--- src/rtl/ysyx_24100012_lsu.sv ---
// Load/store unit: ALU address + rs2 to a valid/ready data-memory port.
// Misaligned or illegal accesses finish locally with resp_err.
module ysyx_24100012_lsu #(
  parameter int ADDR_WIDTH = 32,
  parameter int DATA_WIDTH = 32
) (
  input  logic                  clk,
  input  logic                  rst,
  input  logic                  req_valid,
  output logic                  req_ready,
  input  logic                  req_wen,
  input  logic [2:0]            req_funct3,
  input  logic [ADDR_WIDTH-1:0] req_addr,
  input  logic [DATA_WIDTH-1:0] req_wdata,
  output logic                  resp_valid,
  output logic [DATA_WIDTH-1:0] resp_rdata,
  output logic                  resp_err,
  output logic                  mem_valid,
  input  logic                  mem_ready,
  output logic [ADDR_WIDTH-1:0] mem_addr,
  output logic                  mem_wen,
  output logic [3:0]            mem_wmask,
  output logic [DATA_WIDTH-1:0] mem_wdata,
  input  logic                  mem_rvalid,
  input  logic [DATA_WIDTH-1:0] mem_rdata
);

  typedef enum logic [1:0] {
    IDLE,
    REQ,
    WAIT,
    RESP
  } state_t;

  state_t state;

  logic [2:0]            f3_q;
  logic [1:0]            off_q;
  logic [1:0]            off;
  logic                  bad_f3;
  logic                  misal;
  logic                  acc_err;
  logic [3:0]            wmask;
  logic [DATA_WIDTH-1:0] wdata;
  logic [7:0]            ld_b;
  logic [15:0]           ld_h;
  logic [DATA_WIDTH-1:0] ld_data;

  assign off     = req_addr[1:0];
  assign acc_err = bad_f3 | misal;

  always_comb begin
    bad_f3 = 1'b0;
    misal  = 1'b0;
    wmask  = 4'b0000;
    wdata  = req_wdata;
    unique case (1'b1)
      req_funct3 == 3'b000: begin
        wmask = 4'b0001 << off;
        wdata = {4{req_wdata[7:0]}};
      end
      req_funct3 == 3'b001: begin
        misal = off[0];
        wmask = 4'b0011 << off;
        wdata = {2{req_wdata[15:0]}};
      end
      req_funct3 == 3'b010: begin
        misal = |off;
        wmask = 4'b1111;
      end
      req_funct3 == 3'b100: bad_f3 = req_wen;
      req_funct3 == 3'b101: begin
        bad_f3 = req_wen;
        misal  = off[0];
      end
      default: bad_f3 = 1'b1;
    endcase
    if (!req_wen) wmask = 4'b0000;
  end

  // Lane select from the full word returned by memory
  always_comb begin
    ld_b    = mem_rdata[{off_q, 3'b000} +: 8];
    ld_h    = mem_rdata[{off_q[1], 4'b0000} +: 16];
    ld_data = mem_rdata;
    unique case (1'b1)
      f3_q == 3'b000: ld_data = {{24{ld_b[7]}}, ld_b};
      f3_q == 3'b001: ld_data = {{16{ld_h[15]}}, ld_h};
      f3_q == 3'b100: ld_data = {24'b0, ld_b};
      f3_q == 3'b101: ld_data = {16'b0, ld_h};
      default:        ld_data = mem_rdata;
    endcase
  end

  always_ff @(posedge clk) begin
    if (rst) begin
      state      <= IDLE;
      req_ready  <= 1'b1;
      resp_valid <= 1'b0;
      resp_err   <= 1'b0;
      resp_rdata <= '0;
      mem_valid  <= 1'b0;
      mem_wen    <= 1'b0;
      mem_wmask  <= 4'b0000;
      mem_addr   <= '0;
      mem_wdata  <= '0;
      f3_q       <= 3'b000;
      off_q      <= 2'b00;
    end else begin
      resp_valid <= 1'b0;
      unique case (state)
        IDLE: begin
          if (req_valid) begin
            req_ready <= 1'b0;
            f3_q      <= req_funct3;
            off_q     <= off;
            mem_addr  <= {req_addr[ADDR_WIDTH-1:2], 2'b00};
            mem_wen   <= req_wen;
            mem_wmask <= wmask;
            mem_wdata <= wdata;
            if (acc_err) begin
              state      <= RESP;
              resp_valid <= 1'b1;
              resp_err   <= 1'b1;
              resp_rdata <= '0;
            end else begin
              state     <= REQ;
              mem_valid <= 1'b1;
            end
          end
        end
        REQ: begin
          if (mem_ready) begin
            mem_valid <= 1'b0;
            state     <= WAIT;
          end
        end
        WAIT: begin
          if (mem_rvalid) begin
            state      <= RESP;
            resp_valid <= 1'b1;
            resp_err   <= 1'b0;
            resp_rdata <= mem_wen ? '0 : ld_data;
          end
        end
        RESP: begin
          state     <= IDLE;
          req_ready <= 1'b1;
        end
        default: state <= IDLE;
      endcase
    end
  end

endmodule

--- config.mk ---
export PLATFORM = sky130hd
export DESIGN_NAME = ysyx_24100012_lsu
export DESIGN_NICKNAME = d
export VERILOG_FILES = /design/src/rtl/ysyx_24100012_lsu.sv
export SDC_FILE = /design/constraint.sdc
export NUM_CORES = 1
export LEC_CHECK = 0
export BUFFER_PORTS_ARGS = -buffer_cell sky130_fd_sc_hd__buf_2
export CAP_MARGIN = 20
export CELL_PAD_IN_SITES_DETAIL_PLACEMENT = 1
export CELL_PAD_IN_SITES_GLOBAL_PLACEMENT = 1
export CORE_ASPECT_RATIO = 0.9
export CORE_MARGIN = 2
export CORE_UTILIZATION = 31
export DETAILED_ROUTE_END_ITERATION = 16
export GPL_ROUTABILITY_DRIVEN = 0
export HOLD_SLACK_MARGIN = 0.15
export MAX_ROUTING_LAYER = met4
export PLACE_DENSITY = 0.79
export SYNTH_ARGS = -nofsm -noshare
export SYNTH_HDL_FRONTEND = slang
export SYNTH_SLANG_ARGS = --single-unit
--- constraint.sdc ---
create_clock -name clk -period 1.9 [get_ports clk]
set_input_delay 0.19 -clock clk [delete_from_list [all_inputs] [get_ports clk]]
set_output_delay 0.19 -clock clk [all_outputs]
set_load 0.02 [all_outputs]
-- After elaboration in Yosys (flattened, before gate mapping)
Index checks and enable logic that the tools add are counted.
- memories: 0
- RAM bits: 0
- bits in read-only memories: 0
- register bits: 110
- bits in latches: 0
- multiply operators: 0
- multiplexer cells: 30
- div/mod/pow operators: 0
- equality and inequality tests: 15
- $add $sub $neg: 0
- bitwise logic cells: 1
- magnitude comparators: 0
- shifts and indexed selects: 4
- reduce and logical (&&, ||, !) cells: 15
- operators by type and width (operator ; count):
    32-bit 2-to-1 mux ; 4
    32-bit one-hot mux with 2 select lines ; 2
    32-bit one-hot mux with 4 select lines ; 1
    32-bit by 6-bit indexed part select with 16-bit output ; 1
    32-bit by 6-bit indexed part select with 8-bit output ; 1
    3-bit == test, second input constant ; 4
    1-bit one-hot mux with 2 select lines ; 6
    4-bit one-hot mux with 3 select lines ; 1
    1-bit 2-to-1 mux ; 10
    2-bit inequality test, second input constant ; 5
    2-bit 2-to-1 mux ; 4
    2-bit one-hot mux with 4 select lines ; 1
    4-bit AND reduction ; 2
    3-bit by 1-bit == test with 1-bit output, second input constant ; 2
    3-bit logical NOT ; 2
    2-bit nonzero test ; 3
    2-bit OR reduction ; 3
    2-bit == test, second input constant ; 2
    4-bit 2-to-1 mux ; 1
    2-bit AND reduction ; 2
    1-bit by 2-bit left shift with 4-bit output, first input constant ; 1
    2-bit by 2-bit left shift with 4-bit output, first input constant ; 1
    3-bit by 2-bit == test with 1-bit output, second input constant ; 1
    3-bit AND reduction ; 1
    other kinds (4) ; 4

-- Longest topological paths before layout
Gate-level depths: netlist (run 1).
- word-level depth: 7
- depth in mapped cells: 9
- mapped depth without buffers: 6

-- Worst setup path before layout (run 1)
OpenSTA, ideal clock, no wires.
- kind: register to register
- start point: reg state[0]
- end point: reg resp_rdata[16]
- cell stages (with the launch flop): 9
- data arrival time: 1.880 ns
- library setup time: 0.068 ns
- path slack: -0.048 ns
- data required time: 1.832 ns
- period minus slack after synthesis: 1.948 ns
- path buffers: 2
- cells stage by stage: dfxtp_1 inv_1 ha_1 buf_2 nor2b_1 nor4_4 o211ai_4 buf_6 o2bb2ai_2
- longest elaborated chain between the ends: 3
- ends and longest elaborated chain (what ; RTL line ; text):
    start: declaration ; 35 ; state_t state;
    start signal: assignment ; 97 ; state <= IDLE;
    start signal: assignment ; 122 ; state <= RESP;
    start signal: assignment ; 127 ; state <= REQ;
    2-bit == test or 2-bit logical NOT (tied branches) ; 111 ; unique case (state)
    2-bit inequality test (no source line) or 2-bit nonzero test (tied branches) ; n/a ;
    4-bit AND reduction (no source line) ; n/a ;
    end signal: assignment ; 143 ; resp_rdata <= mem_wen ? '0 : ld_data;
    end: declaration ; 16 ; output logic [DATA_WIDTH-1:0] resp_rdata,
Parallel ways exist; a longest one is shown, timed or not.
A chain may end at the register's enable or synchronous reset.

-- Worst setup path after layout (run 1)
- start point: in req_wen
- end point: reg resp_rdata[2]
- longest elaborated chain between the ends: 4
- ends and longest elaborated chain (what ; RTL line ; text):
    start: declaration ; 11 ; input logic req_wen,
    1-bit one-hot mux with 2 select lines ; 57 ; unique case (1'b1)
    1-bit OR ; 50 ; assign acc_err = bad_f3 | misal;
    2-bit inequality test (no source line) ; n/a ;
    4-bit AND reduction (no source line) ; n/a ;
No other way between the ends.

==> impl_metrics.ini, run 1 <==
[run_status]
status = finished clean

[route]
drt-initial-drc-count = 250
route.detailed.wl_per_inst_um = 18.4
num_vias = 5393
drc = 0
drtAntennaViolNets = 0
drt-pass1-iter-count = 4
drt_wl_total_um = 19500
viasPerCell = 5.09

[critical_path]
end_kind = register
cp-start-kind = input port
r2r-start = state[0]
worst-setup-path-type = in2reg
crit_required_ns = 2.18
worstPathArrival_ns = 2.16
crit_start = req_wen
critPathMaxFanout = 31

[floorplan]
die_area_um2 = 17300
coreArea_um2 = 16000
die_x_um = 138
start_util_pct = 31.5
io_pins = 210
num_rows = 44
die_h_um = 125

[timing]
fin_crit_ns = 1.88
fin_ws_ns = 0.0237
hold_ws_ns = 0.163
fin_crit_sh_pct = 98.8
finClkSkew_ns = 0.00548
final_max_slew_viol_count = 0
setup_tns_ns = 0
fmax_mhz = 533
hold_viol_final = 0
relSlewSlack_pct = 27.4
setup_violations = 0
worstMarginPinSlew_ns = 1.09

[synth]
yosys_warnings = 0
async_flop_share_pct = 0
synthFlopType = dfxtp_1
ys_ff_latch = 110
synth-seq-area-share_pct = 43.7
synth_top_area_cell = dfxtp_1
synth_edf_count = 0
synth_area_leaders = dfxtp_1 (44%), nand2_1 (10%), a21oi_1 (8.4%)
yosysUniqueCellTypes = 52
synth.top_cell.area_share_pct = 43.7
synth_commonest_cells = nand2_1 (136), dfxtp_1 (110), a21oi_1 (85)
syn_area_per_cell_um2 = 8.55
yosysMostFrequentCell = nand2_1
syn_area_um2 = 5040
syn_inst = 589

[global_routing]
track_usage_pct = 22.1
antenna_found_initial = 2
met3_usage_pct = 4.10
grt_pass1_vias = 5550
globalRouteOverflowTotal = 0
grtUsageMet1_pct = 27.5
grt.busiest_layer = met2
grt_pass1_wl_um = 29600
grt_max_degree = 48
grt_use_met2_pct = 35.1

[pwr]
power_frac_clock_pct = 22.8
swShare_pct = 39.5
p_per_area_nw_per_um2 = 1210
p_leak_nw = 3.26
total_power_mw = 8.97
intPower_mw = 5.42
power_switching_mw = 3.55
seq_power_share_pct = 33.8
p_comb_share_pct = 43.5
irDropWorstVdd_v = 0.000590

[min_path]
holdCritPathClass = in2reg
worstHoldStart = req_addr[0]

[cts]
cts_sinks = 110
tritoncts = built
cts_root_buf = clkbuf_16
cts_buffer_depth = 2
htreeDepth = 3
cts_inserted_buffers = 9
worstSkewPairLatency_ns = 0.36
clkTransAtPathRegs_ns = 0.07

[cells_and_area]
layout-drive-gt1-share_pct = 34.7
fillers = 1915
nets = 956
syn_to_final_growth_pct = 47.4

[placed_design]
dpl.hpwl_um = 12900
dp_slack_ns = -0.0791
port_buffers = 207

[flow_run]
cap_violations = 0
==> cell families (layout without fill, tap and decap cells) <==
logic type / Yosys count / in the layout / share of synthesized area [%]
AND/OR/NAND/NOR: 210 / 210 / 19.2
buffers and inverters: 55 / 314 / 4.89
AO/OA/AOI/OAI: 183 / 184 / 25.5
flip-flops: 110 / 110 / 43.7
adder cells (fa/ha/maj): 4 / 4 / 0.993
other: 1 / 4 / 0.0744
multiplexers: 26 / 26 / 5.61
==> layer usage <==
metal,vias up,wire [um]
met5,-,0
met4,0,694
met3,47,923
met2,170,9370
met1,2585,8500
li1,2591,-
==> area by class of cell <==
type | instances | area [um^2] | area share (%)
antenna | 2 | 5.00 | 0.0674
clock inverter | 4 | 72.6 | 0.977
clock buffer | 10 | 239 | 3.22
sequential | 110 | 2210 | 29.8
timing repair buffer | 296 | 1930 | 25.9
multi-input combinational | 426 | 2700 | 36.4
inverter | 4 | 15.0 | 0.202
tap | 207 | 259 | 3.49
==> path summary, 6_finish.rpt <==
check | end | slack (ns) | cells after the start
hold reg to reg | mem_wmask[1] | 0.45 | 2
setup / recovery | resp_rdata[2] | 0.02 | 7
setup reg to reg | resp_rdata[26] | 0.06 | 9
hold / removal | off_q[0] | 0.16 | 3
==> power groups by stage <==
stage / combinational (mW) / sequential [mW] / clock [mW]
after detailed placement: 3.56 / 3.07 / 0
after global routing: 4.21 / 3.09 / 2.17
after CTS: 3.70 / 3.02 / 2.10
after global placement: 3.50 / 3.05 / 0
after floorplan: 1.77 / 3.52 / 0
final: 3.90 / 3.03 / 2.04
==> metrics by stage <==
stage               instances  instance area [um^2]  util, %
floorplan                 590                  5060        -
global placement          983                  6420     40.1
detailed placement        983                  6420     40.1
CTS                      1053                  7300     45.6
global route             1059                  7430     46.4
finish                   1059                  7430     46.4
==> sequential cells by signal, summed over array words and instances (netlist names) <==
signal      flops
req_ready       1
off_q           2
mem_wmask       4
mem_wen         1
f3_q            3
resp_valid      1
state           2
resp_rdata     32
resp_err        1
mem_addr       30
mem_valid       1
mem_wdata      32
==> cell usage in the layout (no fill, tap or decap), types with 10 or more instances in the layout <==
cell,n
buf_2,207
nand2_1,135
dfxtp_1,107
a21oi_1,84
dlygate4sd3_1,55
buf_4,27
nor2_1,26
mux2i_1,17
o2bb2ai_2,15
o211ai_1,15
a211oi_1,11
nand2b_1,11
clkbuf_16,10
==> timing repair <==
| item | in CTS | in global routing |
|---|---|---|
| endpoints found under the setup margin | 24 | 69 |
| buffers inserted | 0 | 3 |
| resized for setup | 3 | 16 |
| pin swaps | 0 | 6 |
| endpoints found under the hold margin | 56 | 0 |
| cloned | 1 | 1 |
| hold buffers | 55 | 0 |
==> critical path: stages <==
cell and delay, ns:
dlygate4sd3_1 0.56, buf_2 0.16, a221oi_2 0.43, o21ai_4 0.19, a21oi_2 0.22, buf_12 0.23, o2bb2ai_1 0.15
(Power assumes the default switching activity.)
==> run 2: changes to the inputs <==
--- a/config.mk
+++ b/config.mk
@@ -5,18 +5,19 @@
 export SDC_FILE = /design/constraint.sdc
 export NUM_CORES = 1
 export LEC_CHECK = 0
+export ABC_AREA = 1
 export BUFFER_PORTS_ARGS = -buffer_cell sky130_fd_sc_hd__buf_2
 export CAP_MARGIN = 20
 export CELL_PAD_IN_SITES_DETAIL_PLACEMENT = 1
 export CELL_PAD_IN_SITES_GLOBAL_PLACEMENT = 1
 export CORE_ASPECT_RATIO = 0.9
 export CORE_MARGIN = 2
-export CORE_UTILIZATION = 31
+export CORE_UTILIZATION = 30
 export DETAILED_ROUTE_END_ITERATION = 16
 export GPL_ROUTABILITY_DRIVEN = 0
 export HOLD_SLACK_MARGIN = 0.15
 export MAX_ROUTING_LAYER = met4
-export PLACE_DENSITY = 0.79
+export PLACE_DENSITY = 0.78
 export SYNTH_ARGS = -nofsm -noshare
 export SYNTH_HDL_FRONTEND = slang
 export SYNTH_SLANG_ARGS = --single-unit
==> constraint.sdc (replaced) <==
create_clock -name clk -period 1.9 [get_ports clk]
set_input_delay 0 -clock clk [delete_from_list [all_inputs] [get_ports clk]]
set_output_delay 0 -clock clk [all_outputs]
set_load 0.02 [all_outputs]
==> run 2 against run 1 <==
Sequential power grew 8.6%. Worst setup slack gained 0.096 ns. Register-to-register slack improved by 0.06 ns. Die area up 8.3%. Synthesized area rose by 5.1%. Final cell count up 21%. Combinational power grew 34%. Critical endpoint is now resp_rdata[11]. Largest cell class unchanged. Highest routed layer unchanged.
==> impl_metrics.ini, run 2 <==
[floorplan]
die_x_um = 144
die_h_um = 130
die_area_um2 = 18700
io_pins = 210
num_rows = 46
start_util_pct = 30.4
coreArea_um2 = 17400

[global_routing]
grt_pass1_vias = 6602
grt_pass1_wl_um = 33500
track_usage_pct = 23.4
antenna_found_initial = 1
globalRouteOverflowTotal = 0
grt_max_degree = 50

[cts]
worstSkewPairLatency_ns = 0.37
cts_inserted_buffers = 9
cts_sinks = 110
tritoncts = built
htreeDepth = 3
cts_root_buf = clkbuf_16
cts_buffer_depth = 2
clkTransAtPathRegs_ns = 0.09

[synth]
synth-seq-area-share_pct = 41.6
async_flop_share_pct = 0
yosys_warnings = 0
synthFlopType = dfxtp_1
yosysUniqueCellTypes = 39
yosysMostFrequentCell = nor2_1
synth_edf_count = 0
synth_commonest_cells = nor2_1 (139), nand2_1 (118), dfxtp_1 (110)
synth.top_cell.area_share_pct = 41.6
syn_inst = 729
ys_ff_latch = 110
synth_area_leaders = dfxtp_1 (42%), nor2_1 (9.9%), o21ai_0 (9.4%)
syn_area_um2 = 5290
syn_area_per_cell_um2 = 7.26
synth_top_area_cell = dfxtp_1

[route]
drtAntennaViolNets = 0
viasPerCell = 4.92
route.detailed.wl_per_inst_um = 17.0
drc = 0
drt_wl_total_um = 21800
drt-initial-drc-count = 309
num_vias = 6289
drt-pass1-iter-count = 4

[pwr]
total_power_mw = 10.6
p_leak_nw = 3.77
irDropWorstVdd_v = 0.000502
p_per_area_nw_per_um2 = 1330

[timing]
setup_tns_ns = 0
rsz0062_at_grt = no
finClkSkew_ns = 0.0145
relSlewSlack_pct = 66.6
fmax_mhz = 562
setup_violations = 0
hold_viol_final = 0
fin_crit_sh_pct = 93.7
worstMarginPinSlew_ns = 0.501
final_max_slew_viol_count = 0
fin_crit_ns = 1.78

[cells_and_area]
reg.largest.list = mem_wdata: 32 flops, resp_rdata: 32 flops, mem_addr: 30 flops
layoutNonFillerInstCount = 1279
syn_to_final_growth_pct = 50.7
mostFrequentLayoutCells = buf_2 (207), nor2_1 (139), nand2_1 (118), dlygate4sd3_1 (111), dfxtp_1 (108)
nets = 1142
layout-drive-gt1-share_pct = 29.5
final_common_cell = buf_2

[placed_design]
dpl.hpwl_um = 13100
placed_cells = 1145
port_buffers = 207

[min_path]
holdCritPathClass = in2reg
whs_path_depth = 5

[critical_path]
crit_required_ns = 2.19
worstPathArrival_ns = 2.07
worst-setup-path-type = reg2reg
cp-start-kind = register
r2r_cells = 10
critPathMaxFanout = 18
end_kind = register

[flow_run]
cap_violations = 0

[run_status]
status = finished clean
run 2: cell count changes in the layout (fill, tap and decap cells not counted), moves of 17 or more:
cell           delta
dlygate4sd3_1    +56
nand2_1          -17
inv_1            +45
o21ai_0          +90
nor2_1          +113
nand3_2          +19
mux2i_1          -17
run 2: final timing paths:
| check | start | end | slack [ns] |
|---|---|---|---|
| max reg2reg | state[0] | resp_rdata[11] | 0.12 |
| min | rst | resp_rdata[6] | 0.17 |
| max | state[0] | resp_rdata[11] | 0.12 |
| min reg2reg | mem_wmask[3] | mem_wmask[3] | 0.47 |
run 2: logic make-up (layout without fill, tap and decap cells):
kind of cell,Yosys count,in the layout,share of synthesized area [%]
AO/OA/AOI/OAI,207,207,21.8
adder cells (fa/ha/maj),4,4,0.945
buffers and inverters,105,412,10.1
flip-flops,110,110,41.6
other,1,3,0.0708
AND/OR/NAND/NOR,302,303,25.5
run 2: where the power goes:
group	total (mW)	leakage [nW]	internal [mW]	switching, mW
combinational	5.22	2.71	1.76	3.46
sequential	3.29	0.906	2.93	0.366
clock	2.06	0.156	0.976	1.08
total	10.6	3.77	5.66	4.91
run 2: layer usage:
metal / up-vias / global-route usage, % / wire length (um)
met5: - / - / 0
met4: 0 / 13.0 / 1200
met3: 92 / 4.48 / 1140
met2: 233 / 38.8 / 10600
met1: 2981 / 26.6 / 8860
li1: 2983 / - / -
run 2: critical path, stage by stage (launching register included):
cell     delay, ns
dfxtp_2       0.36
inv_1         0.07
ha_1          0.24
inv_1         0.09
nor2_1        0.08
nor3b_4       0.24
nand2_4       0.16
buf_6         0.21
nand2_1       0.08
nand2_1       0.05
a21oi_1       0.14
run 2: final cells by class:
type,instances,area [um^2]
sequential,110,2200
clock buffer,9,225
timing repair inverter,1,8.76
tap,240,300
fill,2193,9460
clock inverter,7,96.3
multi-input combinational,516,2570
timing repair buffer,340,2350
antenna,1,2.50
inverter,55,219
run 2: timing repair:
action | 4_1_cts | 5_1_grt
endpoints found under the hold margin | 104 | 0
resized for setup | 0 | 5
endpoints found under the setup margin | 0 | 30
hold buffers | 111 | 0
setup buffers | 0 | 4
run 2: stage by stage:
stage	cell area, um^2	hold slack [ns]	worst slack [ns]	util (%)
final	7980	0.174	0.120	45.7
after global routing	7980	0.177	0.00378	45.7
after CTS	7920	0.158	0.0302	45.4
after detailed placement	6480	0.256	0.0524	37.2
after global placement	6480	0.249	0.147	37.2
after floorplan	5300	0.145	0.321	-
==> run 3: changes to the inputs <==
--- a/config.mk
+++ b/config.mk
@@ -8,16 +8,14 @@
 export ABC_AREA = 1
 export BUFFER_PORTS_ARGS = -buffer_cell sky130_fd_sc_hd__buf_2
 export CAP_MARGIN = 20
-export CELL_PAD_IN_SITES_DETAIL_PLACEMENT = 1
-export CELL_PAD_IN_SITES_GLOBAL_PLACEMENT = 1
 export CORE_ASPECT_RATIO = 0.9
 export CORE_MARGIN = 2
-export CORE_UTILIZATION = 30
+export CORE_UTILIZATION = 42
 export DETAILED_ROUTE_END_ITERATION = 16
 export GPL_ROUTABILITY_DRIVEN = 0
 export HOLD_SLACK_MARGIN = 0.15
 export MAX_ROUTING_LAYER = met4
-export PLACE_DENSITY = 0.78
+export PLACE_DENSITY = 0.76
 export SYNTH_ARGS = -nofsm -noshare
 export SYNTH_HDL_FRONTEND = slang
 export SYNTH_SLANG_ARGS = --single-unit
==> constraint.sdc (replaced) <==
create_clock -name clk -period 1.4 [get_ports clk]
set_input_delay 0 -clock clk [delete_from_list [all_inputs] [get_ports clk]]
set_output_delay 0 -clock clk [all_outputs]
set_load 0.02 [all_outputs]
==> run 3 against run 2 <==
The run now ends with negative setup slack left. Critical endpoint is now resp_rdata[1]. Worst setup slack worse by 0.27 ns. Global-route usage grew 3.7 points. Clock skew shrank 0.0059 ns. Core utilization rose by 25 points. Highest routed layer unchanged. Critical path depth decreased by 1. Combinational power up 62%. Register-to-register slack worse by 0.27 ns. Via count up 1.9%.
==> impl_metrics.ini, run 3 (synthesis results as in run 2) <==
[timing]
fmax_mhz = 643
setup_tns_ns = -6.27
fin_ws_ns = -0.155
fin_crit_ns = 1.55
finClkSkew_ns = 0.00858
rsz0062_at_grt = yes
hold_viol_final = 0
fin_crit_sh_pct = 111
final_max_slew_viol_count = 0
setup_violations = 97

[route]
route.detailed.wl_per_inst_um = 16.1
drt-initial-drc-count = 513
drc = 0
viasPerCell = 5.21
num_vias = 6408
drt-pass1-iter-count = 5
drt_wl_total_um = 19700
drtAntennaViolNets = 0

[cells_and_area]
finalInstanceArea_um2 = 8620
final_common_cell = buf_2
reg.largest.list = mem_wdata: 32 flops, resp_rdata: 32 flops, mem_addr: 30 flops
fillers = 901
nets = 1171
layout-drive-gt1-share_pct = 38.8
multi_input_area_um2 = 2910
mostFrequentLayoutCells = buf_2 (207), nor2_1 (123), nand2_1 (116), dlygate4sd3_1 (110), dfxtp_1 (107)
syn_to_final_growth_pct = 62.8
regArea_um2 = 2210
final_util_pct = 70.8

[pwr]
seq_power_share_pct = 29.1
power_frac_clock_pct = 16.7
intPower_mw = 8.64
p_comb_share_pct = 54.2
swShare_pct = 44.7
p_per_area_nw_per_um2 = 1810
p_leak_nw = 4.03
irDropWorstVdd_v = 0.00105
power_switching_mw = 6.97
total_power_mw = 15.6

[run_status]
violations = negative setup slack
status = complete, but fails checks

[placed_design]
placed_area_um2 = 6660
port_buffers = 207
dpl.hpwl_um = 11300

[cts]
cts_buffer_depth = 2
worstSkewPairLatency_ns = 0.36
cts_root_buf = clkbuf_16
cts_inserted_buffers = 9
tritoncts = built
cts_sinks = 110
clkTransAtPathRegs_ns = 0.08
htreeDepth = 3

[global_routing]
grt_pass1_wl_um = 29100
track_usage_pct = 27.1
globalRouteOverflowTotal = 0
grt_pass1_vias = 6047
antenna_found_initial = 2
grt_max_degree = 46

[min_path]
worstHoldStart = mem_rdata[1]
holdCritPathClass = in2reg

[critical_path]
crit_required_ns = 1.65
crit_start = state[0]
cpMostUsedCell = buf_6
cp-start-kind = register
crit_slowest_cell = dfxtp_2
worstPathArrival_ns = 1.80
worst-setup-path-type = reg2reg
critPathMaxFanout = 5
critical-path-max-stage-delay_ns = 0.34
r2r-start = state[0]
crit_family = simple AND/OR/NAND/NOR gates
critPathBufInv = 3
path_cells = inv_4 > ha_4 > buf_6 > nor2_2 > nor3b_4 > nand2_4 > buf_6 > a31oi_4 > nor2_1
end_kind = register

[floorplan]
coreArea_um2 = 12200
num_rows = 38
die_area_um2 = 13500
die_h_um = 111
start_util_pct = 43.5
die_x_um = 122
io_pins = 210

[flow_run]
cap_violations = 0
==> run 3: cell count changes in the layout (fill, tap and decap cells not counted), sizes merged, moves of 2 or more <==
| cell | before | now |
|---|---|---|
| buf | 229 | 257 |
| clkinvlp | 0 | 2 |
| clkbuf | 9 | 12 |
| clkinv | 3 | 1 |
==> run 3: routing by layer <==
layer	routed length [um]	up-vias	part of all wire [%]	track usage (%)
met5	0	-	0	-
met4	479	0	2.4	9.50
met3	1460	53	7.4	4.96
met2	9790	323	50	44.5
met1	8000	2983	41	33.0
li1	-	3049	-	-
==> run 3: stage by stage <==
step                setup WS, ns  hold slack, ns  std cells
finish                    -0.155           0.189       1229
global route              -0.250           0.219       1229
global placement          -0.137           0.248       1086
detailed placement        -0.191           0.255       1086
CTS                       -0.125           0.169       1215
floorplan                -0.0351           0.145        730
==> run 3: worst paths after layout <==
path | end | slack, ns | cells past startpoint
hold reg to reg | mem_wmask[3] | 0.47 | 2
setup reg to reg | resp_rdata[1] | -0.15 | 9
hold / removal | resp_rdata[1] | 0.19 | 5
setup / recovery | resp_rdata[1] | -0.15 | 9
==> run 3: cell type report <==
class	count	area share, %
inverter	55	2.79
tap	160	2.32
timing repair buffer	371	32.1
clock buffer	9	2.61
clock inverter	7	0.740
antenna	2	0.0581
multi-input combinational	515	33.8
sequential	110	25.6
==> run 3: worst register-to-register path: stages, from the launching register on <==
cell     delay (ns)
dfxtp_2        0.34
inv_4          0.07
ha_4           0.16
buf_6          0.10
nor2_2         0.04
nor3b_4        0.20
nand2_4        0.16
buf_6          0.18
a31oi_4        0.14
nor2_1         0.06
==> run 3: repair_timing <==
action,4_1_cts,5_1_grt
setup buffers,1,7
hold endpoints to repair,105,0
hold buffers,111,0
cloned,1,5
gates resized for setup,13,148
pin swaps,1,5
endpoints found under the setup margin,59,94
==> run 3: power by group through the flow <==
stage | sequential (mW) | combinational [mW] | clock [mW]
5_1_grt | 4.64 | 9.10 | 2.73
2_1_floorplan | 5.39 | 3.97 | 0
6_report | 4.55 | 8.45 | 2.60
3_5_place_dp | 4.50 | 6.75 | 0
4_1_cts | 4.46 | 7.33 | 2.61
3_3_place_gp | 4.49 | 6.66 | 0
